<file path="src/rtl/mem_seq_pkg.sv">
// Shared types and helpers for the parametrised shared-memory sequencer.
package mem_seq_pkg;

  typedef enum logic [1:0] {
    IDLE   = 2'd0,
    RD_SEQ = 2'd1,
    WR_SEQ = 2'd2
  } state_t;

  // Masks are built at a fixed generous width; the sequencer keeps the low MAX_CORES bits.
  localparam int unsigned MASK_W = 32;
  typedef logic [MASK_W-1:0] mask_t;

  function automatic int unsigned clamp_noc(input int unsigned noc,
                                            input int unsigned max_cores);
    if (noc == 0) return 1;
    if (noc > max_cores) return max_cores;
    return noc;
  endfunction

  function automatic mask_t onehot(input int unsigned idx);
    return mask_t'(1) << idx;
  endfunction

  function automatic mask_t lowmask(input int unsigned n);
    mask_t m;
    m = '0;
    for (int unsigned i = 0; i < MASK_W; i++) m[i] = (i < n);
    return m;
  endfunction

endpackage

</file>
<file path="src/rtl/memory_sequencer_param.sv">
// Sequences shared single-port data-memory access among up to MAX_CORES cores,
// one core slot per cycle for per-core ops, or a single broadcast/shared slot.
module memory_sequencer_param
  import mem_seq_pkg::*;
#(
  parameter int MAX_CORES = 4,
  parameter int SEL_W     = $clog2(MAX_CORES),
  parameter int CNT_W     = $clog2(MAX_CORES + 1)
) (
  input  logic                 clk,
  input  logic                 rst_n,
  input  logic                 read_req,
  input  logic                 read_diff,
  input  logic                 write_req,
  input  logic                 write_diff,
  input  logic [CNT_W-1:0]     noc,
  output logic [SEL_W-1:0]     addr_sel,
  output logic [SEL_W-1:0]     data_in_sel,
  output logic [MAX_CORES-1:0] data_out_en,
  output logic                 mem_we,
  output logic                 busy,
  output logic                 done
);

  state_t                 state, state_d;
  logic [SEL_W-1:0]       idx, idx_d;
  logic [SEL_W-1:0]       n_last, n_last_d;   // n_eff-1 latched at acceptance
  logic [SEL_W-1:0]       slot;
  logic [SEL_W-1:0]       addr_sel_d, data_in_sel_d;
  logic [MAX_CORES-1:0]   data_out_en_d;
  logic                   mem_we_d, busy_d, done_d;
  logic                   req_diff;
  int unsigned            n_eff;

  // NOTE: every variable gets a default before the case so no path leaves one unassigned (no latches).
  always_comb begin
    state_d       = state;
    idx_d         = idx;
    n_last_d      = n_last;
    addr_sel_d    = '0;
    data_in_sel_d = '0;
    data_out_en_d = '0;
    mem_we_d      = 1'b0;
    busy_d        = 1'b0;
    done_d        = 1'b0;
    slot          = '0;
    n_eff         = clamp_noc(32'(noc), MAX_CORES);
    req_diff      = write_req ? write_diff : read_diff;

    case (state)
      IDLE: begin
        if (write_req || read_req) begin
          // Slot 0 is presented right away; only per-core ops over several cores need a sequence.
          mem_we_d = write_req;
          if (!write_req)
            data_out_en_d = req_diff ? MAX_CORES'(onehot(0)) : MAX_CORES'(lowmask(n_eff));
          if (req_diff && n_eff > 1) begin
            state_d  = write_req ? WR_SEQ : RD_SEQ;
            idx_d    = '0;
            n_last_d = SEL_W'(n_eff - 1);
            busy_d   = 1'b1;
          end else begin
            done_d = 1'b1;
          end
        end
      end

      RD_SEQ, WR_SEQ: begin
        if (idx == n_last) begin
          // Last slot already shown; return to IDLE with outputs quiet and requests ignored.
          state_d = IDLE;
        end else begin
          slot          = idx + SEL_W'(1);
          idx_d         = slot;
          addr_sel_d    = slot;
          data_in_sel_d = slot;
          mem_we_d      = (state == WR_SEQ);
          if (state == RD_SEQ) data_out_en_d = MAX_CORES'(onehot(32'(slot)));
          done_d        = (slot == n_last);
          busy_d        = (slot != n_last);
        end
      end

      default: state_d = IDLE;
    endcase
  end

  // NOTE: sequential state uses non-blocking assignments so all registers update together at the edge.
  always_ff @(posedge clk) begin
    if (!rst_n) begin
      state       <= IDLE;
      idx         <= '0;
      n_last      <= '0;
      addr_sel    <= '0;
      data_in_sel <= '0;
      data_out_en <= '0;
      mem_we      <= 1'b0;
      busy        <= 1'b0;
      done        <= 1'b0;
    end else begin
      state       <= state_d;
      idx         <= idx_d;
      n_last      <= n_last_d;
      addr_sel    <= addr_sel_d;
      data_in_sel <= data_in_sel_d;
      data_out_en <= data_out_en_d;
      mem_we      <= mem_we_d;
      busy        <= busy_d;
      done        <= done_d;
    end
  end

endmodule
</file>
<file path="config.mk">
export PLATFORM = sky130hd
export DESIGN_NAME = memory_sequencer_param
export DESIGN_NICKNAME = d
export VERILOG_FILES = /design/src/rtl/mem_seq_pkg.sv /design/src/rtl/memory_sequencer_param.sv
export SDC_FILE = /design/constraint.sdc
export NUM_CORES = 1
export LEC_CHECK = 0
export BUFFER_PORTS_ARGS = -buffer_cell sky130_fd_sc_hd__buf_2
export CAP_MARGIN = 20
export CORE_MARGIN = 3
export CORE_UTILIZATION = 55
export CTS_BUF_LIST = sky130_fd_sc_hd__clkbuf_4 sky130_fd_sc_hd__clkbuf_8 sky130_fd_sc_hd__clkbuf_16
export CTS_CLUSTER_DIAMETER = 80
export DETAILED_ROUTE_END_ITERATION = 8
export HOLD_SLACK_MARGIN = 0.02
export PLACE_DENSITY = 0.84
export RECOVER_POWER = 25
export SLEW_MARGIN = 20
export SYNTH_ARGS = -nofsm -noshare
export SYNTH_HDL_FRONTEND = slang
export SYNTH_SLANG_ARGS = --single-unit
</file>
<file path="constraint.sdc">
create_clock -name clk -period 2.9 [get_ports clk]
set_input_delay 0.145 -clock clk [delete_from_list [all_inputs] [get_ports clk]]
set_output_delay 0.145 -clock clk [all_outputs]
set_load 0.05 [all_outputs]
</file>
Word-level counts from Yosys, hierarchy flattened. Cells that the tools add are included. Widths: inputs -> output; s select.

Flip-flop bits (word level): 15. Bits in latches: 0. Memory bits (writable): 0. ROM bits: 0. Bits of input ports: 9. Output and inout port bits: 11. Logic and storage cells: 72. Memories: 0.

Add/sub/neg operators: 2. Multiply operators: 0. Div/mod/pow operators: 0. Magnitude comparators: 6. Eq/ne operators: 9. Shift-type cells: 1. Mux-type cells: 34. Bitwise gates (word level): 2. Reduce and logical (&&, ||, !) cells: 10.

Operator list (count): $mux 32 (3); $lt 1x32->1 const A (2); $lt 2x32->1 const A (2); $gt 32x1->1 const B (1); $mux 4 (5); $mux 2 (7); $mux 1 (13); $ne 2x2->1 const B (4); $pmux 2 s2 (2); $pmux 4 s2 (1); $pmux 1 s2 (3); $reduce_and 3->1 (2); $eq 2x2->1 (2); $reduce_and 4->1 (1); $shl 1x2->4 const A (1); $gt 3x3->1 const B (1); $logic_not 3->1 (1); $reduce_or 3->1 (1); $add 2x1->2 const B (1); $eq 2x1->1 const B (1); $eq 2x2->1 const B (1); $logic_not 2->1 (1); $ne 2x2->1 (1); $not 1->1 (2); 5 further kinds (5).

Longest topological paths before layout. Gate-level depths: netlist (run 1).

Depth in word-level cells: 10. Depth in mapped cells: 8. Depth with buffers taken out: 7.

Worst setup path after synthesis (run 1). No wires, ideal clock.

Kind: register -> register. Start point: reg state[0]. End point: reg data_out_en[1]. Library setup time: 70 ps. Arrival: 1340 ps. Data required time: 2830 ps. Slack: 1489 ps. Cell stages (with the launch flop): 8. Path buffers: 1. Clock period less this slack: 1411 ps. Cell sequence: dfxtp_1 > inv_1 > ha_1 > buf_4 > and2b_1 > nand2_1 > or3_1 > o2bb2ai_1.

Cells in the longest elaborated chain, start to end: 4. Elaborated cells between the ends (all ways): 7. Those cells by class: 2 x eq/ne; 3 x mux; 2 x reduce/logical.

RTL lines: start, declared (line memory_sequencer_param.sv:25) `state_t state, state_d;`; start signal, assigned (line memory_sequencer_param.sv:101) `state <= state_d;`; $eq 2x1->1 (line memory_sequencer_param.sv:50, memory_sequencer_param.sv:78); $mux 4 (line memory_sequencer_param.sv:78) `if (state == RD_SEQ) data_out_en_d = MAX_CORES'(onehot(32'(slot)));`; $mux 4 (line memory_sequencer_param.sv:69) `if (idx == n_last) begin`; $pmux 4 s2 (*) (line memory_sequencer_param.sv:50) `case (state)`; end signal, assigned (line memory_sequencer_param.sv:106) `data_out_en <= data_out_en_d;`; end, declared (line memory_sequencer_param.sv:19) `output logic [MAX_CORES-1:0] data_out_en,`.

Every way passes the cells marked *; elsewhere a longest branch is shown, timed or not. A chain may end at the register's enable or synchronous reset.

Worst setup path after layout (run 1). Ends and elaborated chain as after synthesis.

==> impl_metrics.ini, run 1 <==
[floorplan]
die_x_um = 46.1
coreArea_um2 = 1400
rows = 13
pin_count = 20
initial_core_util_pct = 63.2
dieArea_um2 = 2130
fp.dieH_um = 46.1

[worst_hold_path]
holdPathStages = 2
hold_class = primary input to flop

[final_layout]
n_antenna_cell = 0
area_delta_synth_final_pct = 12.4
final_cell_area_um2 = 995
layout_commonest_cell = dfxtp_1
fin_cells = 139
nFillCells = 122
final_cell_mix = dfxtp_1, nor2_1, buf_2, ha_1
nets = 144
fin_util_pct = 71.1
layout-drive-gt1-share_pct = 20.2

[sta]
drv_slew = 0
max_slew_margin_pct = 60.3
finClkSkew_ps = 4.72
tightest_slew_ps = 599
rsz0062_at_grt = no
fmax_mhz = 606
tns_ps = 0
setup_ws_ps = 1250
fin_crit_ps = 1650
finalHoldViolations = 0
setup_viol = 0
finalCritPeriodShare_pct = 56.9

[setup_path]
critPathMaxFanout = 10
regToRegSetupSlack_ps = 1250
criticalPathCategory = flop to flop
worst_ep_required_time_ps = 3120
ff2ff_path_depth = 6
start_kind = flop
crit_arrival_ps = 1870
worstSetupEndpointType = flop

[pwr]
pwr-share-clk_pct = 28.2
p_leak_nw = 0.439
switching_share_pct = 31.7
p_sw_uw = 144
p_int_uw = 310
combPwrFrac_pct = 23.2
seq_power_share_pct = 48.6
p_per_area_nw_per_um2 = 457
ir_drop_v = 0.000232

[global_routing]
antenna_found_initial = 0
track_usage_pct = 19.4
grt_max_degree = 15
overflow = 0
grt_pass1_vias = 722
grt_pass1_wl_um = 2970

[place]
post-place-ws_ps = 1280
gp_congestion = 0.885
placed_cells = 135
hpwl_um = 1400
portBuffers = 19
placed_area_um2 = 972

[cts]
hold_buffers = 0
cts_sinks = 15
cts_htree_levels = 1
root_buffer = clkbuf_4
clock_latency_ps = 280
cts_tree = yes
cts_setup_buffers = 0
cts_buffers = 3
clockBufferDepth = 2
cts_resized = 0
clk_pin_slew_ps = 90

[yosys]
synth_nets = 124
ys_seq_area_share_pct = 33.9
syn_avg_cell_area_um2 = 8.42
synth_cell_type_count = 36
yosys_warnings = 0
synth-xor-area-share_pct = 3.82
synth-compound-area-share_pct = 17.5
synthSimpleGateAreaFrac_pct = 23.8
synthAdderAreaFrac_pct = 14.1
syn_area_um2 = 885
synthCells = 105
synth.area.mux_share_pct = 0
synth_top_family_by_area = simple AND/OR/NAND/NOR gates
synth_seq_cells = 15

[routing]
drt_iter0_markers = 50
drc_errors = 0
ant_nets = 0
dr.pass1.iters = 4
wl_um = 1850
wl_per_cell_um = 13.3
vias = 807
viasPerCell = 5.81

[run]
drv_cap = 0

[status]
status = completed
final timing paths:
path / from / end
worst min-delay path: noc[2] / data_out_en[3]
worst max-delay path: state[0] / data_out_en[1]
worst max register to register: state[0] / data_out_en[1]
worst min register to register: n_last[0] / n_last[0]
registers in the layout, indices dropped and copies added (netlist names):
register     cells
mem_we           1
data_out_en      4
idx              2
busy             1
done             1
data_in_sel      2
state            2
n_last           2
logic make-up after synthesis:
kind of cell / after synthesis
DFF: 15
adders and majority gates: 10
xor gates and xnor gates: 3
AOI/OAI and AO/OA: 23
buffers and inverters: 13
and+or+nand+nor: 41
synthesized netlist by cell type:
master,instances,area share (%)
xor2_1,1,0.99
or3_1,1,0.71
dfxtp_1,15,34
and2b_1,1,0.85
o21ai_0,4,2.3
a21oi_2,1,0.99
nand2_1,9,3.8
o221ai_1,2,2.0
a22oi_1,1,0.85
clkbuf_1,1,0.42
nor3_1,1,0.57
and2_2,1,0.85
o22a_1,1,0.99
nand2b_1,2,1.4
nand3b_1,1,0.85
ha_1,10,14
o2bb2ai_1,2,2.0
o21a_1,1,0.85
inv_1,9,3.8
nand2_2,2,1.4
nand3_1,5,2.8
nor3_2,1,1.1
a21oi_1,5,2.8
xnor2_1,1,0.99
buf_4,3,2.5
a21boi_0,1,0.85
o22ai_1,2,1.4
and4_2,1,1.1
nand2_4,1,1.3
nor2b_1,1,0.71
a22o_1,1,0.99
xnor2_2,1,1.8
nor2_1,13,5.5
a31oi_1,1,0.71
and2_0,1,0.71
o211ai_1,1,0.85
cell type report:
type / instances / area, um2 / share of cell area [%]
Clock buffer: 4 / 30.0 / 3.02
Inverter: 9 / 33.8 / 3.40
Multi-Input combinational cell: 77 / 524 / 52.7
Sequential cell: 15 / 300 / 30.2
Tap cell: 15 / 18.8 / 1.89
Timing Repair Buffer: 19 / 87.6 / 8.81
metal layers:
metal	global-route usage, %	share of wire (%)	up-vias	routed length (um)
li1	-	-	395	-
met1	24.3	43	366	802
met2	30.5	45	40	828
met3	3.91	9.5	6	176
met4	11.4	2.4	0	44
met5	0	0	-	0
stage by stage:
| step | hold WS [ps] | power (mW) |
|---|---|---|
| final | 163 | 0.455 |
| after detailed placement | 449 | 0.330 |
| after CTS | 153 | 0.458 |
| after global routing | 170 | 0.480 |
| after floorplan | 278 | 0.304 |
| after global placement | 448 | 0.327 |
worst max-delay path, stage by stage, from the launching register on:
cell and delay [ps]:
dfxtp_1 350, inv_1 100, ha_1 360, and2b_1 190, nand2_1 80, or3_1 370, o2bb2ai_1 140
power by group through the flow:
stage          registers, mW  clock network (mW)  logic, mW
2_1_floorplan          0.245                   0     0.0590
3_3_place_gp           0.225                   0      0.102
3_5_place_dp           0.226                   0      0.104
4_1_cts                0.221               0.132      0.105
5_1_grt                0.222               0.142      0.115
6_report               0.221               0.128      0.105
Note: power is estimated with default switching activity, not from simulation.
==> run 2, diff against run 1 <==
--- a/config.mk
+++ b/config.mk
@@ -5,15 +5,16 @@
 export SDC_FILE = /design/constraint.sdc
 export NUM_CORES = 1
 export LEC_CHECK = 0
+export ABC_AREA = 1
 export BUFFER_PORTS_ARGS = -buffer_cell sky130_fd_sc_hd__buf_2
 export CAP_MARGIN = 20
 export CORE_MARGIN = 3
-export CORE_UTILIZATION = 55
+export CORE_UTILIZATION = 47
 export CTS_BUF_LIST = sky130_fd_sc_hd__clkbuf_4 sky130_fd_sc_hd__clkbuf_8 sky130_fd_sc_hd__clkbuf_16
 export CTS_CLUSTER_DIAMETER = 80
 export DETAILED_ROUTE_END_ITERATION = 8
 export HOLD_SLACK_MARGIN = 0.02
-export PLACE_DENSITY = 0.84
+export PLACE_DENSITY = 0.77
 export RECOVER_POWER = 25
 export SLEW_MARGIN = 20
 export SYNTH_ARGS = -nofsm -noshare
==> constraint.sdc (replaced) <==
create_clock -name clk -period 1.45 [get_ports clk]
set_input_delay 0.0725 -clock clk [delete_from_list [all_inputs] [get_ports clk]]
set_output_delay 0.0725 -clock clk [all_outputs]
set_load 0.05 [all_outputs]
==> run 2 against run 1 <==
Compared with the run above: die area is 16% higher; maximum frequency is 20% higher; clock power is 100% higher; routed wire length is 16% higher; register-to-register slack worse by 1200 ps; sequential power grew to 2.6 times the previous value; global-route usage is 1.6 points lower; highest routed layer unchanged.
==> impl_metrics.ini, run 2 <==
[final_layout]
largest_reg_flops = 4
fin_cells = 176
nFillCells = 171
area_delta_synth_final_pct = 18.9
final_cell_mix = nand2_1, inv_1, nor2_1, dfxtp_1, buf_2
layout-drive-gt1-share_pct = 23.2
layout_commonest_cell = nand2_1
nets = 171
n_antenna_cell = 0
regMostFlops = data_out_en

[yosys]
syn_avg_cell_area_um2 = 6.97
synth_seq_cells = 15
netlist_top_cells_area = dfxtp_1, nand2_1, ha_1
synth_top_cell_by_area = dfxtp_1
synth_nets = 148
yosys_warnings = 0
synth_edf_count = 0
yosysMostFrequentCell = nand2_1
synthCells = 129
synth_common_cells = nand2_1, inv_1, dfxtp_1, nor2_1, ha_1
ys_seq_area_share_pct = 33.4
async_flop_share_pct = 0
ys.flop_type = dfxtp_1
syn_area_um2 = 900
synth_cell_type_count = 23
synth_top_area_share_pct = 33.4

[routing]
wl_per_cell_um = 12.2
ant_nets = 0
dr.pass1.iters = 4
wl_um = 2140
drt_iter0_markers = 28
drc_errors = 0
vias = 870
viasPerCell = 4.94

[setup_path]
criticalPathCategory = flop to flop
critPathMaxFanout = 4
worstSetupEndpointType = flop
crit_buf_inv = 2
start_kind = flop
slowest_stage = ha_1
cpPeakStageDelay_ps = 360
crit_arrival_ps = 1600
worst_ep_required_time_ps = 1670
crit_path_cell_trace = inv_2, ha_1, xnor2_1, nand2_1, o22ai_1, inv_1, nor2_1
cp_top_family = adder cells

[place]
gp_congestion = 0.867
placed_cells = 172
hpwl_um = 1670
post-place-ws_ps = 36.5
portBuffers = 19

[sta]
setup_ws_ps = 78.4
max_slew_margin_pct = 59.6
rsz0062_at_grt = no
tns_ps = 0
tightest_slew_ps = 609
fmax_mhz = 729
setup_viol = 0
finalHoldViolations = 0
fin_hold_ws_ps = 48.5
fin_crit_ps = 1370
finalCritPeriodShare_pct = 94.6
drv_slew = 0
finClkSkew_ps = 4.11

[global_routing]
overflow = 0
grt_pass1_wl_um = 3460
track_usage_pct = 17.9
grt_max_degree = 9
grt_pass1_vias = 875
antenna_found_initial = 0

[cts]
clk_pin_slew_ps = 90
cts_buffers = 3
cts_sinks = 15
cts_setup_buffers = 0
clockBufferDepth = 2
clock_latency_ps = 280
cts_htree_levels = 1
cts_tree = yes
root_buffer = clkbuf_4
hold_buffers = 0

[floorplan]
coreArea_um2 = 1760
die_x_um = 49.8
fp.dieH_um = 49.8
pin_count = 20
initial_core_util_pct = 51.0
dieArea_um2 = 2480
rows = 15

[pwr]
total_power_mw = 2.21
p_per_area_nw_per_um2 = 2070
p_leak_nw = 0.556
ir_drop_v = 0.00105

[worst_hold_path]
hold_class = primary input to flop

[status]
status = completed

[run]
drv_cap = 0
[run 2: cell types whose count changed in the layout (fill, tap and decap cells not counted), moves of 2 or more]
| cell | delta |
|---|---|
| nand2_1 | +25 |
| inv_1 | +9 |
| a21oi_1 | +3 |
| buf_4 | +3 |
| inv_2 | +3 |
| dfxtp_1 | -2 |
| dfxtp_2 | +2 |
| nand2b_1 | -2 |
| nand3_1 | +2 |
| o21ai_0 | -2 |
| o221ai_1 | -2 |
| o2bb2ai_1 | -2 |
[run 2: tightest hold or removal path, stage by stage]
cell and delay, ps:
buf_2 130, nand2_1 70, nor2_1 30
[run 2: logic make-up (layout without fill, tap and decap cells)]
family | count (synthesis) | in the layout | synth area share [%]
fa+ha+maj | 10 | 10 | 13.9
xor+xnor | 2 | 2 | 1.95
simple gates | 64 | 64 | 31.3
buf+inv | 25 | 47 | 11.4
compound gates | 13 | 13 | 8.07
flops | 15 | 15 | 33.4
[run 2: report_power, final]
group          leakage [nW]  switching (mW)  total, mW  internal, mW
Sequential            0.123          0.0616      0.579         0.518
Combinational         0.414           0.908       1.37         0.465
Clock                0.0184           0.135      0.260         0.125
Total                 0.556            1.10       2.21          1.11
[run 2: final timing paths]
| path | start | endpoint | slack (ps) | cells past startpoint |
|---|---|---|---|---|
| min reg2reg | n_last[0] | n_last[0] | 500 | 2 |
| min | rst_n | idx[1] | 50 | 3 |
| max reg2reg | idx[0] | done | 80 | 7 |
| max | idx[0] | done | 80 | 7 |
[run 2: per-layer routing]
metal | share of wire [%] | vias to the layer above | global-route usage, % | wire, um
li1 | - | 439 | - | -
met1 | 39 | 370 | 18.0 | 839
met2 | 50 | 48 | 33.0 | 1070
met3 | 6.8 | 13 | 3.63 | 145
met4 | 4.0 | 0 | 11.1 | 85
met5 | 0 | - | 0 | 0
[run 2: through the flow]
stage               utilization, %  instance area (um2)
floorplan                        -                  900
global placement              58.1                 1020
detailed placement            58.1                 1020
CTS                           59.8                 1050
global route                  60.6                 1070
finish                        60.6                 1070
[run 2: layout make-up]
class / instances / area, um2 / area share (%)
clock buffer: 4 / 30.0 / 2.81
inverter: 21 / 78.8 / 7.37
multi-input combinational: 89 / 517 / 48.3
sequential: 15 / 303 / 28.3
tap: 25 / 31.3 / 2.92
timing repair buffer: 22 / 110 / 10.3
[run 2: timing repair]
item,4_1_cts,5_1_grt
setup endpoints to repair,0,9
gates resized for setup,0,5
hold endpoints to repair,0,0
==> run 3, diff against run 2 <==
--- a/config.mk
+++ b/config.mk
@@ -6,6 +6,7 @@
 export NUM_CORES = 1
 export LEC_CHECK = 0
 export ABC_AREA = 1
+export ABC_CLOCK_PERIOD_IN_PS = 1450
 export BUFFER_PORTS_ARGS = -buffer_cell sky130_fd_sc_hd__buf_2
 export CAP_MARGIN = 20
 export CORE_MARGIN = 3
@@ -13,7 +14,7 @@
 export CTS_BUF_LIST = sky130_fd_sc_hd__clkbuf_4 sky130_fd_sc_hd__clkbuf_8 sky130_fd_sc_hd__clkbuf_16
 export CTS_CLUSTER_DIAMETER = 80
 export DETAILED_ROUTE_END_ITERATION = 8
-export HOLD_SLACK_MARGIN = 0.02
+export HOLD_SLACK_MARGIN = 0.12
 export PLACE_DENSITY = 0.77
 export RECOVER_POWER = 25
 export SLEW_MARGIN = 20
==> run 3 against run 2 <==
Compared with the run above: worst setup slack improved by 8.2 ps; sequential share of layout area fell by 1.1 points; largest cell class unchanged; first-iteration DRC count rose by 18%; final cell count rose by 1.7%; maximum frequency rose by 0.60%; sequential power barely moved; highest routed layer unchanged; via count fell by 0.46%; clock skew rose by 1.9 ps; clock power barely moved; cell area rose by 3.9%.
==> impl_metrics.ini, run 3 (synthesized netlist as in run 2, its figures left out) <==
[sta]
fin_hold_ws_ps = 126
max_slew_margin_pct = 59.5
finClkSkew_ps = 6.02
finalHoldViolations = 0
setup_viol = 0
setup_ws_ps = 86.6
drv_slew = 0
tightest_slew_ps = 610
tns_ps = 0
finalCritPeriodShare_pct = 94.0
fin_crit_ps = 1360
fmax_mhz = 733

[routing]
drt_iter0_markers = 33
drc_errors = 0
vias = 866
wl_per_cell_um = 12.2
dr.pass1.iters = 4
ant_nets = 0
viasPerCell = 4.84
wl_um = 2180

[worst_hold_path]
hold_class = primary input to flop
hp-start = noc[0]

[final_layout]
regMostFlops = data_out_en
fin_cells = 179
fin_util_pct = 63.0
final_cell_mix = nand2_1, inv_1, buf_2, dfxtp_1, nor2_1
nets = 174
n_antenna_cell = 0
layout_commonest_cell = nand2_1
area_delta_synth_final_pct = 23.5
layout-drive-gt1-share_pct = 26.0
largest_reg_flops = 4
final_cell_area_um2 = 1110

[pwr]
total_power_mw = 2.25
p_per_area_nw_per_um2 = 2020
p_leak_nw = 0.573
ir_drop_v = 0.00104

[place]
hpwl_um = 1670
placed_area_um2 = 1020
portBuffers = 19
gp_congestion = 0.867
placed_cells = 172
post-place-ws_ps = 36.5

[cts]
clock_latency_ps = 280
clk_pin_slew_ps = 90
cts_sinks = 15
cts_setup_buffers = 0
cts_tree = yes
clockBufferDepth = 2
cts_htree_levels = 1
root_buffer = clkbuf_4
cts_buffers = 3

[global_routing]
track_usage_pct = 18.3
overflow = 0
antenna_found_initial = 0
grt_max_degree = 9
grt_pass1_vias = 881
grt_pass1_wl_um = 3520

[floorplan]
pin_count = 20
rows = 15
initial_core_util_pct = 51.0
die_x_um = 49.8
dieArea_um2 = 2480
fp.dieH_um = 49.8
coreArea_um2 = 1760

[setup_path]
cpPeakStageDelay_ps = 360
crit_arrival_ps = 1590
critPathMaxFanout = 4
criticalPathCategory = flop to flop
start_kind = flop
cp-startpoint = idx[0]
slowest_stage = dfxtp_1
crit_path_cell_trace = inv_2, ha_1, xnor2_1, nand2_1, o22ai_1, inv_1, nor2_1
worst_ep_required_time_ps = 1670
worstSetupEndpointType = flop
rr_startpoint = idx[0]

[status]
status = completed

[run]
drv_cap = 0
run 3: changes by cell type in the layout (fill, tap and decap cells not counted):
cell | before | now
nor2_2 | 1 | 3
o21ai_0 | 2 | 1
nand2_2 | 3 | 5
o21ai_1 | 0 | 1
clkbuf_1 | 6 | 5
buf_2 | 13 | 14
dlygate4sd3_1 | 0 | 3
nor2_1 | 14 | 12
nand2_1 | 34 | 32
run 3: worst max-delay path, delay by kind of cell, from the launching register on:
family	cells	cell delay, ps
adder cells (fa/ha/maj)	1	350
AO/OA/AOI/OAI	1	160
buffers and inverters	2	130
AND/OR/NAND/NOR	2	160
flip-flops	1	360
XOR/XNOR	1	140
run 3: final cells by class:
type,count,area (um2)
fillers,166,653
inverters,21,78.8
flip-flops and latches,15,303
well taps,25,31.3
clock buffers,4,30.0
repair buffers,25,141
multi-input cells,89,527
run 3: power by group:
part           switching, mW  internal (mW)  total [mW]
sequential            0.0622          0.518       0.580
combinational          0.927          0.478        1.41
clock                  0.136          0.125       0.261
run 3: path summary, 6_finish.rpt:
kind	to	cells past startpoint	slack [ps]
setup / recovery	done	7	90
hold reg to reg	n_last[0]	2	500
hold / removal	n_last[0]	4	130
setup reg to reg	done	7	90
run 3: per-layer routing:
metal	track usage, %	share of wire, %	up-vias
met5	0	0	-
li1	-	-	444
met1	18.2	41	378
met3	3.63	5.1	9
met4	11.1	2.3	0
met2	34.1	52	35
run 3: what timing repair did:
item	CTS	global route
endpoints found under the hold margin	9	0
resized for setup	0	10
setup endpoints to repair	0	11
hold buffers	3	0
